--- config.mk ---
export PLATFORM = sky130hd
export DESIGN_NAME = alm_soa_pipe
export DESIGN_NICKNAME = d
export VERILOG_FILES = /design/src/rtl/alm_pkg.sv /design/src/rtl/alm_lod.sv /design/src/rtl/alm_soa_pipe.sv
export SDC_FILE = /design/constraint.sdc
export NUM_CORES = 1
export LEC_CHECK = 0
export CORE_UTILIZATION = 55
export CTS_CLUSTER_DIAMETER = 40
export DETAILED_ROUTE_END_ITERATION = 8
export PLACE_DENSITY = 0.77
export SLEW_MARGIN = 5
export SYNTH_ARGS = -nofsm -noshare
export SYNTH_HDL_FRONTEND = slang
export SYNTH_HIERARCHICAL = 1
export SYNTH_SLANG_ARGS = --single-unit
export TNS_END_PERCENT = 50
--- constraint.sdc ---
create_clock -name clk -period 4.4 [get_ports clk]
set_clock_uncertainty 0.1 [all_clocks]
set_input_delay 0.66 -clock clk [delete_from_list [all_inputs] [get_ports clk]]
set_output_delay 0.66 -clock clk [all_outputs]
set_load 0.02 [all_outputs]
--- src/rtl/alm_pkg.sv ---
// Shared width helpers and stage flag type for the ALM pipeline.
// Widths depend on the instance WIDTH, so they are provided as constant functions.
package alm_pkg;

  localparam int DEF_WIDTH = 8;

  function automatic int frac_w(input int width);
    return width - 1;
  endfunction

  function automatic int k_w(input int width);
    return $clog2(width);
  endfunction

  function automatic int p_w(input int width);
    return 2 * width + 1;
  endfunction

  localparam int DEF_F   = frac_w(DEF_WIDTH);
  localparam int DEF_K_W = k_w(DEF_WIDTH);
  localparam int DEF_P_W = p_w(DEF_WIDTH);

  // Flags that ride with every beat through all stages.
  typedef struct packed {
    logic sign;
    logic zero;
  } sz_t;

endpackage

--- src/rtl/alm_lod.sv ---
// Leading-one detector: k is the index of the leading one, frac the bits
// below it left-aligned into F = WIDTH-1 bits. A zero input gives k=0, frac=0.
module alm_lod
  import alm_pkg::*;
#(
  parameter int WIDTH = 8
) (
  input  logic [WIDTH-1:0]         mag,
  output logic [$clog2(WIDTH)-1:0] k,
  output logic [WIDTH-2:0]         frac
);

  localparam int K_W = k_w(WIDTH);
  localparam int F   = frac_w(WIDTH);

  always_comb begin
    k = '0;
    for (int i = 1; i < WIDTH; i++) begin
      if (mag[i]) k = K_W'(i);
    end
    frac = F'(mag << (K_W'(F) - k));
  end

endmodule

--- src/rtl/alm_soa_pipe.sv ---
// Three-stage Mitchell log multiplier with set-one-adder fraction sum,
// valid/ready streaming, per-beat exact/approximate mode and a sideband tag.
module alm_soa_pipe
  import alm_pkg::*;
#(
  parameter int WIDTH    = 8,
  parameter int SOA_BITS = 2,
  parameter int TAG_W    = 4
) (
  input  logic                 clk,
  input  logic                 rst_n,
  input  logic                 in_valid,
  output logic                 in_ready,
  input  logic [WIDTH:0]       x,
  input  logic [WIDTH:0]       y,
  input  logic                 exact,
  input  logic [TAG_W-1:0]     in_tag,
  output logic                 out_valid,
  input  logic                 out_ready,
  output logic [2*WIDTH:0]     p,
  output logic [TAG_W-1:0]     out_tag
);

  localparam int F     = frac_w(WIDTH);
  localparam int K_W   = k_w(WIDTH);
  localparam int P_W   = p_w(WIDTH);
  localparam int MAG_W = 2 * WIDTH;

  typedef struct packed {
    sz_t              fl;
    logic             exact;
    logic [TAG_W-1:0] tag;
    logic [K_W-1:0]   ka;
    logic [K_W-1:0]   kb;
    logic [F-1:0]     fa;
    logic [F-1:0]     fb;
  } s1_t;

  typedef struct packed {
    sz_t              fl;
    logic [TAG_W-1:0] tag;
    logic [K_W:0]     k_sum;
    logic             c;
    logic [F-1:0]     f;
  } s2_t;

  // Most-negative operand has no positive counterpart, so it clamps to all ones.
  function automatic logic [WIDTH-1:0] mag_of(input logic [WIDTH:0] v);
    logic [WIDTH:0] n;
    n = -v;
    if (!v[WIDTH])    return v[WIDTH-1:0];
    else if (n[WIDTH]) return {WIDTH{1'b1}};
    else              return n[WIDTH-1:0];
  endfunction

  logic             s1_v, s2_v, s3_v;
  logic             s1_en, s2_en, s3_en;
  s1_t              s1_q, s1_d;
  s2_t              s2_q, s2_d;
  logic [P_W-1:0]   p_q, p_d;
  logic [TAG_W-1:0] tag_q;

  // Handshake: a beat moves on any rising edge where valid and ready are both 1.
  // A stage loads when empty or when its own content leaves this cycle, so
  // bubbles collapse and in_ready follows out_ready combinationally.
  assign s3_en     = !s3_v || out_ready;
  assign s2_en     = !s2_v || s3_en;
  assign s1_en     = !s1_v || s2_en;
  assign in_ready  = s1_en;
  assign out_valid = s3_v;
  assign p         = p_q;
  assign out_tag   = tag_q;

  // S1: sign, magnitude, leading-one normalisation
  logic [WIDTH-1:0] mag_x, mag_y;
  logic [K_W-1:0]   ka, kb;
  logic [F-1:0]     fa, fb;

  assign mag_x = mag_of(x);
  assign mag_y = mag_of(y);

  alm_lod #(.WIDTH(WIDTH)) u_lod_x (.mag(mag_x), .k(ka), .frac(fa));
  alm_lod #(.WIDTH(WIDTH)) u_lod_y (.mag(mag_y), .k(kb), .frac(fb));

  always_comb begin
    s1_d         = '0;
    s1_d.fl.sign = x[WIDTH] ^ y[WIDTH];
    s1_d.fl.zero = (mag_x == '0) || (mag_y == '0);
    s1_d.exact   = exact;
    s1_d.tag     = in_tag;
    s1_d.ka      = ka;
    s1_d.kb      = kb;
    s1_d.fa      = fa;
    s1_d.fb      = fb;
  end

  // S2: log-domain add; approximate mode pins the low SOA_BITS to ones
  logic [F:0] sum_exact, sum_approx;

  assign sum_exact = {1'b0, s1_q.fa} + {1'b0, s1_q.fb};

  if (SOA_BITS == 0) begin : g_no_soa
    assign sum_approx = sum_exact;
  end else begin : g_soa
    localparam int HW1 = F - SOA_BITS + 1;
    logic [HW1-1:0] hi;
    assign hi = {1'b0, s1_q.fa[F-1:SOA_BITS]} + {1'b0, s1_q.fb[F-1:SOA_BITS]}
              + HW1'(s1_q.fa[SOA_BITS-1] & s1_q.fb[SOA_BITS-1]);
    assign sum_approx = {hi, {SOA_BITS{1'b1}}};
  end

  always_comb begin
    s2_d          = '0;
    s2_d.fl       = s1_q.fl;
    s2_d.tag      = s1_q.tag;
    s2_d.k_sum    = {1'b0, s1_q.ka} + {1'b0, s1_q.kb};
    {s2_d.c, s2_d.f} = s1_q.exact ? sum_exact : sum_approx;
  end

  // S3: antilog, truncate, apply sign
  logic [K_W:0]       e;
  logic [3*WIDTH-2:0] m_ext;
  logic [MAG_W-1:0]   mag;

  always_comb begin
    e     = s2_q.k_sum + (K_W+1)'(s2_q.c);
    m_ext = {{(2*WIDTH-1){1'b0}}, 1'b1, s2_q.f};
    mag   = s2_q.fl.zero ? '0 : MAG_W'((m_ext << e) >> F);
    p_d   = s2_q.fl.sign ? -{1'b0, mag} : {1'b0, mag};
  end

  always_ff @(posedge clk or negedge rst_n) begin
    if (!rst_n) begin
      s1_v  <= 1'b0;
      s2_v  <= 1'b0;
      s3_v  <= 1'b0;
      s1_q  <= '0;
      s2_q  <= '0;
      p_q   <= '0;
      tag_q <= '0;
    end else begin
      if (s1_en) begin
        s1_v <= in_valid;
        if (in_valid) s1_q <= s1_d;
      end
      if (s2_en) begin
        s2_v <= s1_v;
        if (s1_v) s2_q <= s2_d;
      end
      if (s3_en) begin
        s3_v <= s2_v;
        if (s2_v) begin
          p_q   <= p_d;
          tag_q <= s2_q.tag;
        end
      end
    end
  end

endmodule
### After elaboration in Yosys (flattened, before gate mapping)

Cells that the tools add are included.

* add/sub/neg operators: 10
* shift operators: 3
* multiplexer cells: 21
* bitwise logic cells: 2
* reduce and logical (&&, ||, !) cells: 12

Operator list (count)
* 8-bit two-way mux: 5
* 3-bit two-way mux: 8
* 8-bit by 4-bit left shift with 23-bit output: 1
* 9-bit negator: 2
* 17-bit two-way mux: 1
* 16-bit negator with 17-bit output: 1
* 8-bit zero test: 2
* 16-bit two-way mux: 1
* 8-bit by 3-bit left shift with 7-bit output: 2
* 7-bit by 7-bit adder with 8-bit output: 1
* 2-bit two-way mux: 4
* 5-bit by 5-bit adder with 6-bit output: 1
* 6-bit by 1-bit adder with 6-bit output: 1
* 2-bit AND reduction: 3
* 3-bit subtractor (first input constant): 2
* 3-bit by 3-bit adder with 4-bit output: 1
* 4-bit by 1-bit adder with 4-bit output: 1
* 1-bit logical OR: 4
* 1-bit zero test: 3
* 1-bit two-way mux: 2
* 1-bit bitwise AND: 1
* 1-bit bitwise XOR: 1

* register bits after elaboration: 69
* bits of input ports: 27
* output and inout port bits: 23

### Logic depth before layout (Yosys ltp)

Gate-level depths: netlist (run 1).

* word-level depth: 12
* gate-level depth with buffers: 14
* depth with buffers taken out: 13

### Modules after synthesis

The synthesis (run 1) kept the hierarchy.

By module, submodules not included
* alm_soa_pipe: instances 1, cells each 500, area each 4594.4 um2, seq. area each 1726.7 um2
* alm_lod: instances 2, cells each 46, area each 316.6 um2, seq. area each 0.0 um2

### Least setup slack after synthesis (run 1)

OpenSTA, ideal clock, no wires.

* kind: input-to-reg
* from: input y[0]
* to: register s1_q[6] (netlist bit)
* data arrival time: 3187 ps
* required time: 4175 ps
* setup slack: 989 ps
* stages: 13
* path buffers: 2
* cell sequence: inv_1 -> ha_1 -> nand3_1 -> or4b_2 -> clkbuf_1 -> nand2_1 -> buf_6 -> nor2b_4 -> or4_4 -> and3_4 -> o211ai_2 -> o211ai_1 -> mux2_2

* elaborated cells on any way between the ends: 12
* those cells by class: 2 x add/sub; 1 x shift; 9 x mux

RTL lines
* start: declaration: line alm_soa_pipe.sv:15 `input logic [WIDTH:0] y,`
* 9-bit negator (*): line alm_soa_pipe.sv:50 `n = -v;`
* 8-bit two-way mux (*): line alm_soa_pipe.sv:52 `else if (n[WIDTH]) return {WIDTH{1'b1}};`
* 8-bit two-way mux (*): line alm_soa_pipe.sv:51 `if (!v[WIDTH]) return v[WIDTH-1:0];`
* named net mag_y[4]: line alm_soa_pipe.sv:75 `logic [WIDTH-1:0] mag_x, mag_y;`
* 3-bit two-way mux (4 in a row): line alm_lod.sv:19 `if (mag[i]) k = K_W'(i);`
* 3-bit subtractor: line alm_lod.sv:21 `frac = F'(mag << (K_W'(F) - k));`
* 8-bit by 3-bit left shift with 7-bit output (*): line alm_lod.sv:21
* named net fb[6]: line alm_soa_pipe.sv:77 `logic [F-1:0] fa, fb;`
* end signal: assignment: line alm_soa_pipe.sv:137 `s1_q <= '0;`
* end signal: assignment: line alm_soa_pipe.sv:144 `if (in_valid) s1_q <= s1_d;`
* end: declaration: line alm_soa_pipe.sv:58 `s1_t s1_q, s1_d;`

Mark *: on every way through the listed nets, which the timed path passes. The rest lies on a longest branch.
A chain may end at the register's enable or synchronous reset.

### Worst setup path after layout (run 1)

* from: register s2_q[7] (netlist bit)
* to: register p_q[14] (netlist: p[14])

* longest elaborated chain between the ends: 5

RTL lines
* start: declaration: line alm_soa_pipe.sv:59 `s2_t s2_q, s2_d;`
* start signal: assignment: line alm_soa_pipe.sv:138 `s2_q <= '0;`
* start signal: assignment: line alm_soa_pipe.sv:148 `if (s1_v) s2_q <= s2_d;`
* 4-bit by 1-bit adder with 4-bit output (*): line alm_soa_pipe.sv:126 `e = s2_q.k_sum + (K_W+1)'(s2_q.c);`
* 8-bit by 4-bit left shift with 23-bit output (*): line alm_soa_pipe.sv:128 `mag = s2_q.fl.zero ? '0 : MAG_W'((m_ext << e) >> F);`
* 16-bit two-way mux (*): line alm_soa_pipe.sv:128
* 16-bit negator with 17-bit output: line alm_soa_pipe.sv:129 `p_d = s2_q.fl.sign ? -{1'b0, mag} : {1'b0, mag};`
* 17-bit two-way mux (*): line alm_soa_pipe.sv:129
* end signal: assignment: line alm_soa_pipe.sv:153 `p_q <= p_d;`
* end: declaration: line alm_soa_pipe.sv:60 `logic [P_W-1:0] p_q, p_d;`

Mark *: on every way between the ends. The rest lies on a longest branch, timed or not.

==> results.txt, run 1 <==
The max-cap violation count came out at 0. The net total in the final layout came out at slightly below 700. The data required time of the worst path is 4.54 ns. The final routed wire length divided by cell count is 15.0 um.

The number of cells upsized or downsized after cts came out at 0. The via count of the first global-routing pass came out at about 4300. The floorplan step defined a die boundary enclosing 9900 sq um.

The final period demand of the worst path came out at a little under 4 ns. The static leakage is roughly 2.5 nW. The power density of the placed cells is between 600 and 700 nW/um^2. The first global-routing pass estimated between 15000 and 20000 um of wire. The cts-stage hold buffer count is 0. The fraction of final layout cells sized beyond drive strength 1 is between 10% and 20%. The worst ir drop on vdd is between 0.0003 and 0.0004 V.

The kind of start point of the critical path is a flip-flop. The overall die width is 99.5 um. The worst setup path is captured at a flip-flop. The remaining number of nets flagged by the antenna check after routing came out at 0. After synthesis, the cell types taking the most area are dfrtp_1, mux2_2, nand2_1. The die is 99.5 um tall.

The max-slew violation count came out at 0. The number of synthesis warnings came out at 6. The setup path with the least slack is of type flip-flop to flip-flop. The clock tree synthesis step divided the H-tree into 3 levels. The weighted congestion reported at the end of routability-driven placement is between 0.9 and 1.

The number of rows in the core area is 35. The final routed wirelength across all metal layers came out at 11500 um. The total routing resource utilization after global routing is around 25%. For this run, the top clock speed supported by timing is 260 MHz. The total vias in the final route is about 4500. The cell taking the most area after synthesis is dfrtp_1. The maximum number of buffers from clock root to sink is 2. The number of primary I/O pins came out at 50.

Hold is met by between 0.2 and 0.3 ns. The later-pin clock latency in the skew report came out at 0.35 ns. The average cell area after synthesis came out at about 8.8 sq um.

The total CTS buffers came out at 9. The final-report setup violation count is 0. The DRC violation count after routing is 0.

The number of port buffers came out at around 50. The clock net in this run drives a total of between 60 and 70 sinks. The number of post-CTS setup repair buffers came out at 0. The class of the most critical hold timing path is input port to async pin. For this run, the leading register cell type out of synthesis is dfrtp_1. The clock-pin slew on the worst setup and hold paths came out at approximately 0.08 ns.

The net count after synthesis is roughly 640. The mapped netlist covers about 5200 sq um. The detailed-placement wirelength estimate came out at around 9000 um. The root buffer cell chosen for the clock tree is clkbuf_8. The routed via count divided by cell count is about 5.9. In the synthesized netlist, the cells that appear most often are nand2_1, dfrtp_1, o21ai_0. In this run the biggest area consumer among cell types represents roughly 33% of the synthesized area. The number of unique standard cell types used by synthesis came out at 73. The total of fill cells in the finished design is 777. The final-layout setup total negative slack came out at 0 ns.

The area inside the core boundary came out at slightly above 9000 sq um. The effective utilization at floorplan is a little under three fifths. The run finished with clean final reports. The layout overhead on the synthesized area is 16.0%. The post-route fraction of the period consumed by the critical path came out at 87.4%. The antenna cell count came out at 0. For flop-to-flop paths, the worst setup slack is 0.56 ns. Data on the critical path arrives at its endpoint at 3.98 ns.

The first TritonRoute pass finished after 5 iterations. Setup repair after global routing left no endpoint under its margin. The DRC marker count from the first detailed-route iteration came out at 300. Yosys instantiated no cell more often than nand2_1.

In this run, synthesis produced a sequential element count of 69. The headroom to the max-slew limit is between 20% and 30%. The number of enable-type register cells in the synthesized netlist came out at 0. The final hold violation count came out at 0. The cell count after synthesis came out at between 500 and 600. The slew at the pin closest to its max-slew limit came out at roughly 1.1 ns.

The post-layout instance count excluding filler cells is ~770. The initial antenna violation count is 0. The highest fanout seen on the critical path is 16. The overall overflow remaining after global route is 0.

The share of the yosys chip area belonging to registers came out at between 30% and 40%. The proportion of register bits with asynchronous set or reset after synthesis came out at 100%. The cell total after placement came out at roughly 750.

The maximum number of pins on one net before global-route repair is 37. The TritonCTS clock tree is built.
==> cells in the final DEF, fill, tap and decap left out, types with 3 or more instances in the layout <==
cell type / count
and2_1: 4
o21ai_1: 6
clkdlybuf4s50_1: 48
nor4b_1: 3
a211o_1: 3
xnor2_1: 16
a31oi_1: 10
nor4_1: 5
inv_1: 23
nor2_1: 41
a22oi_1: 3
xor2_1: 10
nand4_1: 7
a21oi_1: 20
ha_1: 16
nand2b_1: 11
clkbuf_8: 9
o21a_1: 4
nor3_1: 12
nand3_1: 10
nand2_1: 78
fa_1: 4
a2111oi_2: 3
nor3b_1: 6
o21ai_0: 53
a21o_1: 6
mux2i_1: 13
buf_4: 12
nor2b_1: 20
dfrtp_1: 69
o31ai_1: 4
o22ai_1: 3
o31a_1: 6
mux2_2: 34
o211ai_1: 5
bufinv_16: 3
==> power breakdown <==
group / internal (W) / switching (W)
combinational: 0.00101 / 0.00132
sequential: 0.000830 / 0.000174
clock: 0.000380 / 0.000253
total: 0.00222 / 0.00175
==> layer usage <==
| metal | vias up | share of wire [%] | track usage [%] |
|---|---|---|---|
| met4 | 0 | 1.7 | 8.71 |
| met5 | - | 0 | 0 |
| met3 | 27 | 4.6 | 5.62 |
| met2 | 135 | 47 | 41.5 |
| li1 | 2227 | - | - |
| met1 | 2155 | 46 | 32.7 |
==> worst max-delay path, cell delays in order, from the launching register on <==
cell and delay, ns:
dfrtp_1 0.41, ha_1 0.21, ha_1 0.62, nand2_1 0.27, o21ai_1 0.39, o21a_1 0.19
o32a_2 0.17, ha_1 0.19, o211a_1 0.15, nand4b_1 0.29, o41ai_2 0.46, xor2_1 0.21
o21ai_1 0.08
==> metrics by stage <==
step	setup WS [ns]	utilization (%)	instance area, sq um	power, W
2_1_floorplan	0.989	-	5230	0.00273
3_3_place_gp	0.320	63.0	5820	0.00325
3_5_place_dp	0.250	63.0	5820	0.00330
4_1_cts	0.613	65.6	6060	0.00396
5_1_grt	0.221	65.6	6060	0.00429
6_report	0.556	65.6	6060	0.00397
==> state kept, by name, indices dropped and copies added (netlist names) <==
| signal | count |
|---|---|
| s2_v | 1 |
| out_valid | 1 |
| m_ext | 7 |
| s1_q | 27 |
| out_tag | 4 |
| p | 17 |
| s1_v | 1 |
| s2_q | 11 |
==> kinds of logic after synthesis <==
logic type,count (synthesis),share of synthesized area (%)
simple gates,221,22.0
compound gates,151,19.1
flops,69,33.0
buf+inv,53,4.48
mux,49,10.7
xor+xnor,29,5.29
fa+ha+maj,20,5.36
==> layout make-up <==
class	instances	area [sq um]	share of cell area, %
flip-flops and latches	69	1730	28.5
inverters	23	86.3	1.42
multi-input cells	470	3270	53.9
repair buffers	61	576	9.49
well taps	129	161	2.66
clock inverters	7	121	2.00
clock buffers	9	124	2.04
==> worst paths after layout <==
check,cells after the start,end,startpoint
max,12,p[14]$_DFFE_PN0P_,s2_q[7]$_DFFE_PN0P_
min,1,s1_q[18]$_DFFE_PN0P_,rst_n
max reg2reg,12,p[14]$_DFFE_PN0P_,s2_q[7]$_DFFE_PN0P_
min reg2reg,2,p[3]$_DFFE_PN0P_,p[3]$_DFFE_PN0P_
max in group asynchronous,2,s2_q[13]$_DFFE_PN0P_,rst_n
min in group clk,2,p[3]$_DFFE_PN0P_,p[3]$_DFFE_PN0P_
No activity file was read; power rests on OpenSTA's default activity.
==> run 2: changes to the inputs <==
--- a/config.mk
+++ b/config.mk
@@ -9,7 +9,7 @@
 export CTS_CLUSTER_DIAMETER = 40
 export DETAILED_ROUTE_END_ITERATION = 8
 export PLACE_DENSITY = 0.77
-export SLEW_MARGIN = 5
+export SLEW_MARGIN = 30
 export SYNTH_ARGS = -nofsm -noshare
 export SYNTH_HDL_FRONTEND = slang
 export SYNTH_HIERARCHICAL = 1
==> run 2 against run 1 <==
Non-clock buffer count stayed put. Sequential power hardly changed. Flip-flop and latch count stayed put. Via count is 1.3% lower. Core utilization hardly changed. Wire length is 0.77% lower. Largest cell class unchanged.
==> results.txt, run 2 (synthesis gave the netlist of run 1 again) <==
The worst hold margin came out at 0.262 ns (was 0.265 ns). The clock-pin slew on the worst setup and hold paths is 0.08 ns (about the same). The final-layout setup total negative slack is 0 ns (unchanged). The overall overflow remaining after global route came to 0 (unchanged).

The die outline area came to 9900 sq um (unchanged). The switching portion of total power came out at 44.0% (was 44.1%). The final routed wirelength across all metal layers is 11400 um (was 11500 um). The final routed wire length divided by cell count is 14.9 um (was 15.0 um). The largest register by flop count is s1_q (unchanged). The area inside the core boundary is 9240 sq um (unchanged). The final period demand of the worst path is 3.81 ns (was 3.84 ns).

The post-route fraction of the period consumed by the critical path came out at 86.7% (was 87.4%). The fraction of final layout cells sized beyond drive strength 1 came out at 14.6% (was 14.4%). The number of H-tree levels is 3 (unchanged). The DRC marker count from the first detailed-route iteration came to 265 (was 300). The data required time of the worst path was 4.55 ns (was 4.54 ns).

The via count of the first global-routing pass came out at 4238 (was 4344). The static leakage is 2.54 nW (about the same). The maximum number of buffers from clock root to sink came out at 2 (unchanged). The overall die width is 99.5 um (unchanged). The max-slew violation count came to 0 (unchanged). The antenna cell count was 0 (unchanged). The TritonCTS clock tree was built (unchanged).

The internal power component is 0.00222 W (about the same). The kind of start point of the critical path was an input port (was flip-flop). The end of the worst register-to-register path was p[14]$_DFFE_PN0P_ (unchanged).

The critical path start-end classification is input port to flip-flop (was flip-flop to flip-flop). The DRC violation count after routing came out at 0 (unchanged). The max-cap violation count is 0 (unchanged).

The clock sink count came out at 69 (unchanged). The initial antenna violation count was 0 (unchanged). The effective utilization at floorplan is 56.6% (unchanged). The maximum number of pins on one net before global-route repair is 37 (unchanged). The total vias in the final route came to 4486 (was 4544). The detailed-placement wirelength estimate is 8760 um (was 8750 um).

The headroom to the max-slew limit is 40.9% (was 26.1%). The pre-CTS setup slack came out at 0.250 ns (about the same). The count of TritonRoute iterations in the first routing pass came out at 5 (unchanged). The worst setup margin is 0.587 ns (was 0.556 ns). RSZ-0062 raised after global routing: no (unchanged). The origin of the critical flop-to-flop path is s2_q[7]$_DFFE_PN0P_ (unchanged).

The number of rows in the core area is 35 (unchanged). The routed via count divided by cell count is 5.84 (was 5.92). The slew at the pin closest to its max-slew limit came to 0.885 ns (was 1.11 ns). The later-pin clock latency in the skew report is 0.36 ns (was 0.35 ns).

The number of cells upsized or downsized after cts is 0 (unchanged). The net switching power is 0.00175 W (about the same). The layout overhead on the synthesized area is 16.0% (about the same). The final hold violation count came out at 0 (unchanged). The class of the most critical hold timing path is input port to async pin (unchanged). The number of port buffers came out at 49 (unchanged). The net total in the final layout was 681 (unchanged). The flip-flop count of the largest register after layout came out at 27 (unchanged). The proportion of power drawn by the clock network was 16.2% (was 16.0%). The power density of the placed cells was 653 nW/um^2 (was 654 nW/um^2). The achievable clock frequency was 262 MHz (was 260 MHz). The remaining number of nets flagged by the antenna check after routing is 0 (unchanged). The total routing resource utilization after global routing came to 24.8% (was 25.1%). The weighted congestion reported at the end of routability-driven placement came out at 0.942 (unchanged).

The cts-stage hold buffer count is 0 (unchanged). Outcome: finished clean (unchanged). The number of post-CTS setup repair buffers came to 0 (unchanged).

The number of primary I/O pins came out at 50 (unchanged). The data arrival time at the worst-slack endpoint was 3.96 ns (was 3.98 ns). The number of cells traversed by the worst register-to-register path is 12 (unchanged).

The total CTS buffers is 9 (unchanged). The highest fanout seen on the critical path came to 10 (was 16). The cell at the root of the clock tree is clkbuf_8 (unchanged).

The wire length of the first global-routing pass came out at 19600 um (was 20000 um). Highest-count cells in the layout ignoring fill and taps: nand2_1, dfrtp_1, o21ai_0, clkdlybuf4s50_1, nor2_1 (unchanged). The kind of capture point of the worst setup path is a flip-flop (unchanged). The worst ir drop on vdd came out at 0.000312 V (was 0.000345 V).

The y dimension of the die came out at 99.5 um (unchanged). The part of the power in combinational logic came out at 58.6% (was 58.7%). The commonest non-fill, non-tap cell in the layout is nand2_1 (unchanged). The worst setup slack for register-to-register paths is 0.59 ns (was 0.56 ns). The fraction of power consumed by sequential logic is 25.3% (about the same). The final-report setup violation count is 0 (unchanged).
==> run 2: cell counts in the layout (fill, tap and decap cells not counted) <==
Identical to the previous run, type by type.
==> run 2: worst max-delay path, stage by stage <==
cell and delay (ns):
clkdlybuf4s50_1 0.46, inv_1 0.10, ha_1 0.21, nand3_1 0.17, or4b_2 0.74, nand2_1 0.32
nor2b_4 0.06, or4_4 0.51, and3_4 0.21, o211ai_2 0.13, o211ai_1 0.09, mux2_2 0.29
==> run 2: power by group through the flow <==
stage	clock network [W]	registers (W)	logic [W]
after floorplan	0	0.00106	0.00168
after global placement	0	0.00100	0.00225
after detailed placement	0	0.00101	0.00229
after CTS	0.000647	0.00100	0.00231
after global routing	0.000673	0.00103	0.00257
final	0.000641	0.00100	0.00232
==> run 2: worst max-delay path by stage <==
stage,start,to
floorplan,y[0],s1_q[6]$_DFFE_PN0P_
global placement,y[0],s1_q[6]$_DFFE_PN0P_
detailed placement,y[0],s1_q[6]$_DFFE_PN0P_
CTS,s2_q[7]$_DFFE_PN0P_,p[14]$_DFFE_PN0P_
global route,s2_q[7]$_DFFE_PN0P_,p[14]$_DFFE_PN0P_
finish,y[0],s1_q[6]$_DFFE_PN0P_
==> run 2: layout make-up <==
class,instances,area (sq um)
clock buffer,9,124
inverter,23,86.3
clock inverter,7,121
fill,769,3180
multi-input combinational,470,3270
timing repair buffer,61,576
sequential,69,1730
tap,129,161
==> run 2: layer usage <==
layer  global-route usage (%)  wire, um
met5                        0         0
met3                     4.36       464
met1                     32.6      5360
met2                     40.9      5330
met4                     9.62       270
==> run 2: per-stage QoR <==
step | utilization [%] | instance area [sq um] | cells | power, W
5_1_grt | 65.6 | 6060 | 768 | 0.00427
6_report | 65.6 | 6060 | 768 | 0.00396
3_3_place_gp | 63.0 | 5820 | 752 | 0.00325
3_5_place_dp | 63.0 | 5820 | 752 | 0.00330
4_1_cts | 65.6 | 6060 | 768 | 0.00395
2_1_floorplan | - | 5230 | 592 | 0.00273
